**config.mk**
```make
export PLATFORM = sky130hd
export DESIGN_NAME = pipe_stage_reg
export DESIGN_NICKNAME = d
export VERILOG_FILES = /design/src/rtl/pipe_pkg.sv /design/src/rtl/pipe_sat_counter.sv /design/src/rtl/pipe_stage_reg.sv
export SDC_FILE = /design/constraint.sdc
export NUM_CORES = 1
export LEC_CHECK = 0
export ABC_AREA = 1
export CAP_MARGIN = 10
export CORE_UTILIZATION = 50
export DETAILED_ROUTE_END_ITERATION = 7
export PLACE_DENSITY = 0.84
export SYNTH_ARGS = -nofsm -noshare
export SYNTH_HDL_FRONTEND = slang
export SYNTH_SLANG_ARGS = --single-unit
```
**constraint.sdc**
```tcl
create_clock -name clk -period 17.3 [get_ports clk]
set_input_delay 3.46 -clock clk [delete_from_list [all_inputs] [get_ports clk]]
set_output_delay 3.46 -clock clk [all_outputs]
set_load 0.01 [all_outputs]
```
**src/rtl/pipe_pkg.sv**
```systemverilog
`default_nettype none
// ============================================================================
// Module      : pipe_pkg
// Description : Shared types and constants for the pipeline stage registers:
//               stage occupancy state, WB control-bit layout, datapath widths.
// Revision    : 1.0 - initial release
// ============================================================================
package pipe_pkg;

    // Stage occupancy: main entry only, or main plus skid entry.
    typedef enum logic [1:0] {
        EMPTY = 2'd0,
        ONE   = 2'd1,
        FULL  = 2'd2
    } state_t;

    // WB-stage control bit positions.
    localparam int CTRL_BRANCH   = 0;
    localparam int CTRL_J        = 1;
    localparam int CTRL_JMEM     = 2;
    localparam int CTRL_STW      = 3;
    localparam int CTRL_REGWRITE = 4;
    localparam int CTRL_ANDG     = 5;

    // Datapath widths: nine 20-bit fields travel through the WB stage.
    localparam int WORD_W    = 20;
    localparam int WB_DATA_W = 9 * WORD_W;

endpackage : pipe_pkg
`default_nettype wire

```
**src/rtl/pipe_sat_counter.sv**
```systemverilog
`default_nettype none
// ============================================================================
// Module      : pipe_sat_counter
// Description : Up-counter that sticks at its all-ones value; cleared by rst.
// Revision    : 1.0 - initial release
// ============================================================================
module pipe_sat_counter #(
    parameter int WIDTH = 16
) (
    input  logic             clk,
    input  logic             rst,
    input  logic             i_inc,
    output logic [WIDTH-1:0] o_count
);

    localparam logic [WIDTH-1:0] C_MAX = '1;

    logic [WIDTH-1:0] r_count;

    // Count requested cycles, holding once the maximum is reached.
    always_ff @(posedge clk or posedge rst) begin
        if (rst) begin
            r_count <= '0;
        end else if (i_inc && (r_count != C_MAX)) begin
            r_count <= r_count + WIDTH'(1);
        end
    end

    assign o_count = r_count;

endmodule : pipe_sat_counter
`default_nettype wire

```
**src/rtl/pipe_stage_reg.sv**
```systemverilog
`default_nettype none
// ============================================================================
// Module      : pipe_stage_reg
// Description : Valid/ready pipeline stage register with flush, optional
//               2-entry skid buffer (registered ready) and a saturating
//               backpressure-cycle counter.
// Revision    : 1.0 - initial release
// ============================================================================
module pipe_stage_reg
    import pipe_pkg::*;
#(
    parameter int DATA_W = WB_DATA_W,
    parameter int CTRL_W = CTRL_ANDG + 1,
    parameter int SKID   = 1,
    parameter int CNT_W  = 16
) (
    input  logic              clk,
    input  logic              rst,
    input  logic              flush,
    input  logic              in_valid,
    output logic              in_ready,
    input  logic [DATA_W-1:0] in_data,
    input  logic [CTRL_W-1:0] in_ctrl,
    output logic              out_valid,
    input  logic              out_ready,
    output logic [DATA_W-1:0] out_data,
    output logic [CTRL_W-1:0] out_ctrl,
    output logic [1:0]        occupancy,
    output logic [CNT_W-1:0]  stall_count
);

    logic              w_in_ready;
    logic              w_out_valid;
    logic [DATA_W-1:0] w_out_data;
    logic [CTRL_W-1:0] w_out_ctrl;
    logic [1:0]        w_occupancy;
    logic              w_accept;
    logic              w_fire;

    assign w_accept = in_valid & w_in_ready;
    assign w_fire   = w_out_valid & out_ready;

    if (SKID == 0) begin : g_single
        logic              r_valid;
        logic [DATA_W-1:0] r_data;
        logic [CTRL_W-1:0] r_ctrl;

        // Ready passes straight through from downstream when occupied.
        assign w_in_ready = out_ready | ~r_valid;

        // Single holding register; ctrl is zeroed whenever the entry leaves.
        always_ff @(posedge clk or posedge rst) begin
            if (rst) begin
                r_valid <= 1'b0;
                r_data  <= '0;
                r_ctrl  <= '0;
            end else if (flush) begin
                r_valid <= 1'b0;
                r_ctrl  <= '0;
            end else if (w_accept) begin
                r_valid <= 1'b1;
                r_data  <= in_data;
                r_ctrl  <= in_ctrl;
            end else if (w_fire) begin
                r_valid <= 1'b0;
                r_ctrl  <= '0;
            end
        end

        assign w_out_valid = r_valid;
        assign w_out_data  = r_data;
        assign w_out_ctrl  = r_ctrl;
        assign w_occupancy = {1'b0, r_valid};
    end else begin : g_skid
        state_t            r_state;
        state_t            w_state_nxt;
        logic              w_load_main_in;
        logic              w_load_main_skid;
        logic              w_load_skid;
        logic              w_clr_ctrl;
        logic [DATA_W-1:0] r_main_data;
        logic [CTRL_W-1:0] r_main_ctrl;
        logic [DATA_W-1:0] r_skid_data;
        logic [CTRL_W-1:0] r_skid_ctrl;

        // Ready comes only from the state register, never from out_ready.
        assign w_in_ready = (r_state != FULL);

        // Next state and register-load strobes; flush overrides everything.
        always_comb begin
            w_state_nxt      = r_state;
            w_load_main_in   = 1'b0;
            w_load_main_skid = 1'b0;
            w_load_skid      = 1'b0;
            w_clr_ctrl       = 1'b0;
            if (flush) begin
                w_state_nxt = EMPTY;
                w_clr_ctrl  = 1'b1;
            end else begin
                case (r_state)
                    EMPTY: begin
                        if (w_accept) begin
                            w_state_nxt    = ONE;
                            w_load_main_in = 1'b1;
                        end
                    end
                    ONE: begin
                        if (w_accept && w_fire) begin
                            w_load_main_in = 1'b1;
                        end else if (w_accept) begin
                            w_state_nxt = FULL;
                            w_load_skid = 1'b1;
                        end else if (w_fire) begin
                            w_state_nxt = EMPTY;
                            w_clr_ctrl  = 1'b1;
                        end
                    end
                    FULL: begin
                        if (w_fire) begin
                            w_state_nxt      = ONE;
                            w_load_main_skid = 1'b1;
                        end
                    end
                    default: begin
                        w_state_nxt = EMPTY;
                        w_clr_ctrl  = 1'b1;
                    end
                endcase
            end
        end

        // State register.
        always_ff @(posedge clk or posedge rst) begin
            if (rst) begin
                r_state <= EMPTY;
            end else begin
                r_state <= w_state_nxt;
            end
        end

        // Main/skid payload registers driven by the load strobes.
        always_ff @(posedge clk or posedge rst) begin
            if (rst) begin
                r_main_data <= '0;
                r_main_ctrl <= '0;
                r_skid_data <= '0;
                r_skid_ctrl <= '0;
            end else begin
                if (w_clr_ctrl) begin
                    r_main_ctrl <= '0;
                    r_skid_ctrl <= '0;
                end
                if (w_load_main_in) begin
                    r_main_data <= in_data;
                    r_main_ctrl <= in_ctrl;
                end
                if (w_load_main_skid) begin
                    r_main_data <= r_skid_data;
                    r_main_ctrl <= r_skid_ctrl;
                    r_skid_ctrl <= '0;
                end
                if (w_load_skid) begin
                    r_skid_data <= in_data;
                    r_skid_ctrl <= in_ctrl;
                end
            end
        end

        // Entry count decoded from the state.
        always_comb begin
            case (r_state)
                ONE:     w_occupancy = 2'd1;
                FULL:    w_occupancy = 2'd2;
                default: w_occupancy = 2'd0;
            endcase
        end

        assign w_out_valid = (r_state != EMPTY);
        assign w_out_data  = r_main_data;
        assign w_out_ctrl  = r_main_ctrl;
    end

    pipe_sat_counter #(
        .WIDTH (CNT_W)
    ) u_stall_cnt (
        .clk     (clk),
        .rst     (rst),
        .i_inc   (w_out_valid & ~out_ready),
        .o_count (stall_count)
    );

    assign in_ready  = w_in_ready;
    assign out_valid = w_out_valid;
    assign out_data  = w_out_data;
    assign out_ctrl  = w_out_ctrl;
    assign occupancy = w_occupancy;

endmodule : pipe_stage_reg
`default_nettype wire

```
==> flow_metrics.env <==
export IMPL_p_per_area_nw_per_um2=151
export IMPL_min_period_ps=6490
export IMPL_grt_total_usage_pct=26.6
export IMPL_cp_max_fo=133
export IMPL_io_pins=397
export IMPL_crit_type="in -> reg"
export IMPL_setup_viol=0
export IMPL_antenna_found_initial=0
export IMPL_fin_nets=2696
export IMPL_path_cells="clkdlybuf4s50_1 -> nor2_2 -> nand3_4 -> buf_4 -> buf_16 -> inv_6 -> buf_4 -> nand2_1 -> o21ai_0 -> nand2_1 -> nand2_1"
export IMPL_postSynthCellCount=2195
export IMPL_cts_buffer_depth=3
export IMPL_area_delta_synth_final_pct=30.5
export IMPL_syn_area_sq_um=17500
export IMPL_fp_coreArea_sq_um=34500
export IMPL_cp_end_kind="flip-flop"
export IMPL_fmax_mhz=154
export IMPL_final_setup_skew_ps=15.0
export IMPL_tritoncts="yes"
export IMPL_crit_slowest_cell="buf_4"
export IMPL_hold_ws_ps=471
export IMPL_rsz0062_at_grt="no"
export IMPL_grt_pass1_wl_microns=77400
export IMPL_cts_sinks=390
export IMPL_crit_required_ps=17770
export IMPL_slew_headroom_pct=14.8
export IMPL_post_route_period_util_pct=37.5
export IMPL_p_total_w=0.00345
export IMPL_dp_hpwl_microns=30000
export IMPL_drc=0
export IMPL_htreeDepth=2
export IMPL_ant_nets=0
export IMPL_dr_pass1_iters=6
export IMPL_drt_vias_per_instance=5.30
export IMPL_max_cap_viol_count=0
export IMPL_fp_dieArea_sq_um=35800
export IMPL_rows=68
export IMPL_tightest_slew_ps=1280
export IMPL_antennaDiodeCount=0
export IMPL_wl_per_cell_microns=15.9
export IMPL_cp_slowest_stage_delay_ps=930
export IMPL_initial_core_util_pct=50.8
export IMPL_portBuffers=396
export IMPL_maxSlewViolCount=0
export IMPL_clk_pin_slew_ps=60
export IMPL_hold_path_class="reg -> reg"
export IMPL_grt_max_degree=185
export IMPL_path_delay_family="buffers and inverters"
export IMPL_ys_types=21
export IMPL_drt_iter0_markers=1469
export IMPL_crit_top_cell="nand2_1"
export IMPL_grt_overflow_total=0
export IMPL_final_common_cell="nand2_1"
export IMPL_startpoint_type="primary input"
export IMPL_vias=15900
export IMPL_p_leak_nw=11.2
export IMPL_ys_warn_count=0
export IMPL_die_w_microns=189
export IMPL_clock_latency_ps=530
export IMPL_ys_seq_area_share_pct=55.7
export IMPL_cts_resized=0
export IMPL_status="completed"
export IMPL_setup_tns_ps=0
export IMPL_die_h_microns=189
export IMPL_cts_hold_buf=0
export IMPL_place_gp_congestion=0.854
export IMPL_grt_pass1_vias=15400
export IMPL_hold_viol_final=0
export IMPL_peakVddDrop_mv=0.0827
export IMPL_synth_nets=2387
export IMPL_post_route_util_pct=66.2
export IMPL_cts_root_buf="clkbuf_16"
export IMPL_cts_buffers=42
export IMPL_critical_path_arrival_ps=6960
export IMPL_ys_ff_latch=390
export IMPL_routed_wl_microns=47600
export IMPL_cts_setup_buffers=0
export IMPL_syn_avg_cell_area_sq_um=7.99
export IMPL_drive_above_1_share_pct=3.51
export IMPL_path_buf_inv=5
export IMPL_final_cell_mix="nand2_1, clkdlybuf4s50_1, dfrtp_1"
-- through the flow --
stage          worst slack [ps]  cell area, sq um  cells
3_3_place_gp              10080             21500   2914
4_1_cts                   10480             22900   2988
3_5_place_dp               9940             21500   2914
5_1_grt                   10540             22900   2989
6_report                  10810             22900   2989
2_1_floorplan              3000             17500   2195
-- final timing paths --
check / end / cells past startpoint / from / slack, ps
setup / recovery: out_data[69]$_DFFE_PP0P_ / 11 / flush / 10810
setup reg to reg: out_data[69]$_DFFE_PP0P_ / 10 / g_skid.r_state[0]$_DFFE_PP0P_ / 13780
min in group asynchronous: out_data[104]$_DFFE_PP0P_ / 2 / rst / 3500
max in group asynchronous: g_skid.r_skid_data[7]$_DFFE_PP0P_ / 3 / rst / 12110
hold / removal: g_skid.r_skid_ctrl[4]$_DFFE_PP0P_ / 2 / g_skid.r_skid_ctrl[4]$_DFFE_PP0P_ / 470
hold reg to reg: g_skid.r_skid_ctrl[4]$_DFFE_PP0P_ / 2 / g_skid.r_skid_ctrl[4]$_DFFE_PP0P_ / 470
-- Yosys cell counts, drive strengths merged --
cell type  count  area (sq um)
nand4         12          75.1
nand3        197           996
clkbuf        44           165
dfrtp        390          9760
nand2        845          3180
inv          209           785
ha             1          12.5
nand3b         1          7.51
o21ai        367          1840
xnor2          7          61.3
nor2          25           114
buf           97           539
-- registers in the layout, summed over array words and instances (netlist names) --
name and count:
g_skid.r_skid_data 180, g_skid.r_skid_ctrl 6, out_ctrl 6, out_data 180, g_skid.r_state 2, u_stall_cnt.o_count 16
-- power breakdown --
| group | switching, W | internal, W |
|---|---|---|
| sequential | 0.000222 | 0.00129 |
| clock | 0.000355 | 0.000522 |
| combinational | 0.000523 | 0.000534 |
| total | 0.00110 | 0.00235 |
-- per-layer routing --
metal,GRT usage [%],vias to the layer above,wire [microns]
met3,5.25,146,3500
met4,12.5,0,2300
met2,43.7,659,22900
met5,0,-,0
met1,33.9,7502,18900
li1,-,7544,-
-- tightest hold or removal path, delay by kind of cell (launching register included) --
family / cells / cell delay, ps
DFF: 1 / 340
and+or+nand+nor: 2 / 100
-- logic make-up (layout without fill, tap and decap cells) --
logic type | count (synthesis) | after routing | share of synthesized area, %
AOI/OAI and AO/OA | 367 | 367 | 10.5
xor gates and xnor gates | 7 | 7 | 0.350
adders and majority gates | 1 | 1 | 0.0714
buffers and inverters | 350 | 689 | 8.49
DFF | 390 | 390 | 55.7
and+or+nand+nor | 1080 | 1080 | 24.9
-- final cells by class --
| class | count | area (sq um) |
|---|---|---|
| fill | 2678 | 11700 |
| clock buffer | 65 | 1280 |
| clock inverter | 9 | 77.6 |
| tap | 455 | 569 |
| inverter | 209 | 802 |
| timing repair buffer | 406 | 4070 |
| sequential | 390 | 9760 |
| multi-input combinational | 1455 | 6320 |
(Power assumes the default switching activity.)
==> RTL edit 1 (same flow settings) <==
Put a register stage on the output `stall_count`, cleared by the reset. The value now appears one clock later. The other outputs are not delayed to match.
--- a/src/rtl/pipe_stage_reg.sv
+++ b/src/rtl/pipe_stage_reg.sv
@@ -29,6 +29,8 @@
     output logic [CNT_W-1:0]  stall_count
 );
 
+    logic [CNT_W-1:0] stall_count_d;
+
     logic              w_in_ready;
     logic              w_out_valid;
     logic [DATA_W-1:0] w_out_data;
@@ -186,7 +188,7 @@
         .clk     (clk),
         .rst     (rst),
         .i_inc   (w_out_valid & ~out_ready),
-        .o_count (stall_count)
+        .o_count (stall_count_d)
     );
 
     assign in_ready  = w_in_ready;
@@ -195,6 +197,14 @@
     assign out_ctrl  = w_out_ctrl;
     assign occupancy = w_occupancy;
 
+    always_ff @(posedge clk or posedge rst) begin
+        if (rst) begin
+            stall_count <= '0;
+        end else begin
+            stall_count <= stall_count_d;
+        end
+    end
+
 endmodule : pipe_stage_reg
 `default_nettype wire
 
Formal check against the unedited RTL: not equivalent (a bounded check fails within 4 cycles, from zero or initial values and one cycle with rst high).
==> RTL edit 1 against the original RTL <==
Area after synthesis shrank 2.0%. Clock skew shrank 0.00062 ns. Setup slack lost 0.44 ns. Power shrank 16%. Sequential cell count grew 16. Register-to-register slack lost 0.32 ns. Wire length grew 4.4%. Final area shrank 1.1%. Non-clock buffer count grew 3. Core utilization grew 0.89 points. Critical path type unchanged. Largest cell class unchanged. Highest routed layer is now met5.
==> RTL edit 1: results (changes against the original RTL) <==
INFO  layout         layout.filler_cells=2588 [-3.4%]
INFO  global_routing grt_pass1_vias=15350 [-0.091%]
INFO  routing        top_layer_used=met5
INFO  power_and_ir_drop ir_worst_vdd=0.0001169V [+41%]
INFO  global_routing antenna_found_initial=6 [+6]
INFO  timing         timing.clock.skew=0.01435ns [-0.0006162 ns]
INFO  run_status     status=finished clean
INFO  routing        avgRoutedWirePerCell=17.70um [+11%]
INFO  routing        met2_wire_length=23.71mm [+3.4%]
INFO  placed_design  placed_cells_incl_taps=2727 [-6.4%]
INFO  global_routing global_routing_usage_on_met3=7.355% [+2.1 points]
INFO  global_routing grt_use_met1=35.18% [+1.3 points]
INFO  worst_hold_path hold_path.startpoint=u_stall_cnt.o_count[15]
INFO  worst_setup_path cp_slowest_stage_delay=0.88ns [-0.05 ns]
INFO  timing         fmax=144.4MHz [-6.3%]
INFO  timing         whs=0.4424ns [-0.02878 ns]
INFO  worst_hold_path hold-path-cell-count=0 [-2]
INFO  worst_setup_path worst_r2r_endpoint=out_ctrl[5]
INFO  clocking       cts_inserted_buffers=43 [+2.4%]
INFO  yosys          synth-xor-area-share=0.3569% [+0.0072 points]
INFO  global_routing groute.usage.overall=28.06% [+1.5 points]
INFO  placed_design  placed_area=21220um2 [-1.3%]
INFO  routing        detailedRoute.firstPassIterationCount=5 [-1]
INFO  global_routing grt_start_max_net_pins=237 [+28%]
INFO  routing        drtIter0Drc=1477 [+0.54%]
INFO  timing         timing.slew.headroom=13.76% [-1.0 points]
INFO  worst_setup_path r2r_setup_slack=13.46ns [-0.32 ns]
INFO  worst_setup_path data_arrival_time_of_the_critical_path=7.32ns [+0.36 ns]
INFO  routing        met3WireLength=4.671mm [+33%]
INFO  yosys          most_instantiated_cells_after_synthesis=nand2_1, dfrtp_1, o21ai_0
INFO  routing        route.vias.total=15530 [-2.0%]
INFO  worst_setup_path startpoint=out_ready
INFO  routing        routed_via_density=5.533 [+4.3%]
INFO  placed_design  dpl.hpwl=31.50mm [+4.9%]
INFO  layout         final_core_utilization=67.12% [+0.89 points]
INFO  worst_setup_path worst_r2r_path_depth=7 [-3]
INFO  placed_design  placement.setup.worst_slack=9.944ns [+0.007790 ns]
INFO  yosys          seq_area_frac_synth=59.14% [+3.5 points]
INFO  placed_design  routabilityCongestion=0.8343 [-2.3%]
INFO  worst_hold_path hold-path-endpoint=stall_count[15]
INFO  worst_setup_path worst_r2r_startpoint=g_skid.r_state[1]
INFO  global_routing global_route.usage.met2=45.40% [+1.7 points]
INFO  routing        met1Wirelength=18.91mm [+0.18%]
INFO  power_and_ir_drop cellLeakagePower=0.01077uW [-3.7%]
INFO  worst_setup_path path_delay_family=simple AND/OR/NAND/NOR gates
INFO  yosys          avgSynthCellArea=8.543um2 [+7.0%]
INFO  global_routing wire_length_of_the_first_global_routing_pass=79.78mm [+3.1%]
INFO  yosys          synth_seq_cells=406 [+4.1%]
==> RTL edit 1: cell types whose count changed after synthesis, sizes merged, moves of 13 or more <==
cell / before / now
nand2: 845 / 559
nor2: 25 / 205
inv: 209 / 64
o21ai: 367 / 408
dfrtp: 390 / 406
nand3: 197 / 210
==> RTL edit 1: worst register-to-register path, cell delays in order (launching register included) <==
cell and delay [ns]:
dfrtp_1 0.44, nor3_4 0.40, nand2_8 0.52, nand2_4 0.88, buf_4 0.88, nor2_1 0.39
nand2_1 0.14, nand3_1 0.07
==> RTL edit 1: report_power, final <==
group | total [uW] | internal (uW) | switching (uW)
registers | 1360 | 1200 | 155
logic | 633 | 325 | 308
clock network | 898 | 531 | 367
total | 2890 | 2060 | 830
==> RTL edit 1: final cells by class <==
type / instances / area share, %
timing repair buffer: 409 / 18.01
multi-input combinational: 1400 / 27.27
clock buffer: 60 / 5.670
antenna: 4 / 0.04425
sequential: 406 / 44.91
tap: 448 / 2.478
clock inverter: 16 / 0.4978
inverter: 64 / 1.117
==> RTL edit 2 (same settings) <==
Made on the original files. Set the parameter `SKID` to 0 (it was 1).
--- a/src/rtl/pipe_stage_reg.sv
+++ b/src/rtl/pipe_stage_reg.sv
@@ -11,7 +11,7 @@
 #(
     parameter int DATA_W = WB_DATA_W,
     parameter int CTRL_W = CTRL_ANDG + 1,
-    parameter int SKID   = 1,
+    parameter int SKID   = 0,
     parameter int CNT_W  = 16
 ) (
     input  logic              clk,
Check against the original RTL: not equivalent (Yosys sat finds a counterexample within 4 cycles, from zero or initial values and one cycle with rst high).
==> RTL edit 2 against the original RTL <==
Power decreased by 60%. Setup slack got worse by 1.6 ns. Largest power group unchanged. Wire length fell by 45%. Sequential cell count shrank 187. Global-route usage is 3.8 points higher. Area after synthesis down 54%. Critical path type is now primary input to primary output. Sequential power down 61%. Final area decreased by 44%.
==> RTL edit 2: results (changes against the original RTL) <==
INFO  global_routing global_route.usage.met2=54.29% [+11 points]
INFO  global_routing grt_use_met1=34.20% [+0.31 points]
INFO  global_routing wire_length_of_the_first_global_routing_pass=38.99mm [-50%]
INFO  worst_setup_path data_arrival_time_of_the_critical_path=4.64ns [-2.32 ns]
INFO  routing        detailedRoute.firstPassIterationCount=4 [-2]
INFO  clocking       worst_skew_pair.late_latency=0.50ns [-0.03 ns]
INFO  power_and_ir_drop ir_worst_vdd=0.00007475V [-9.6%]
INFO  global_routing groute.usage.overall=30.35% [+3.8 points]
INFO  placed_design  placed_area=12110um2 [-44%]
INFO  yosys          synth-xor-area-share=0.3227% [-0.027 points]
INFO  layout         layout.filler_cells=1036 [-61%]
INFO  worst_setup_path worstPathMaxFanout=7 [-95%]
INFO  yosys          synth_fp_nets=1140 [-52%]
INFO  global_routing grt_start_max_net_pins=127 [-31%]
INFO  run_status     status=finished clean
INFO  timing         whs=0.4768ns [+0.005587 ns]
INFO  routing        met2_wire_length=13.39mm [-42%]
INFO  routing        met3WireLength=2.187mm [-37%]
INFO  timing         timing.clock.skew=0.01023ns [-0.004743 ns]
INFO  yosys          most_instantiated_cells_after_synthesis=nand2_1, dfrtp_1, nor2_1
INFO  layout         area_growth_syn_to_layout=57.19%
INFO  yosys          synth_area=8143um2 [-54%]
INFO  worst_hold_path hold_path.startpoint=out_data[89]
INFO  routing        met1Wirelength=9.472mm [-50%]
INFO  worst_setup_path worst_r2r_path_depth=6 [-4]
==> RTL edit 2: changes by cell type after synthesis, moves of 6 or more <==
cell      unedited run  this run
dfrtp_1            390       203
o21ai_0            241         4
nand2_1            841       618
o21ai_1            126         0
nand3_1            195        14
buf_6                4        12
nand4_1             12         6
clkbuf_1            44         3
buf_4               16         9
xnor2_1              7         0
buf_2               68        19
inv_1              205        19
buf_1                9         0
==> RTL edit 2: area by class of cell <==
cell class / instances / area share, %
inverters: 22 / 0.7234
flip-flops and latches: 203 / 39.69
well taps: 216 / 2.111
clock buffers: 33 / 5.181
clock inverters: 5 / 0.2248
repair buffers: 399 / 31.12
multi-input cells: 680 / 20.95
==> RTL edit 2: where the power goes <==
part / total (uW) / switching, uW / internal, uW
Combinational: 332 / 149 / 183
Clock: 447 / 183 / 264
Sequential: 587 / 44.9 / 542
Total: 1370 / 376 / 990
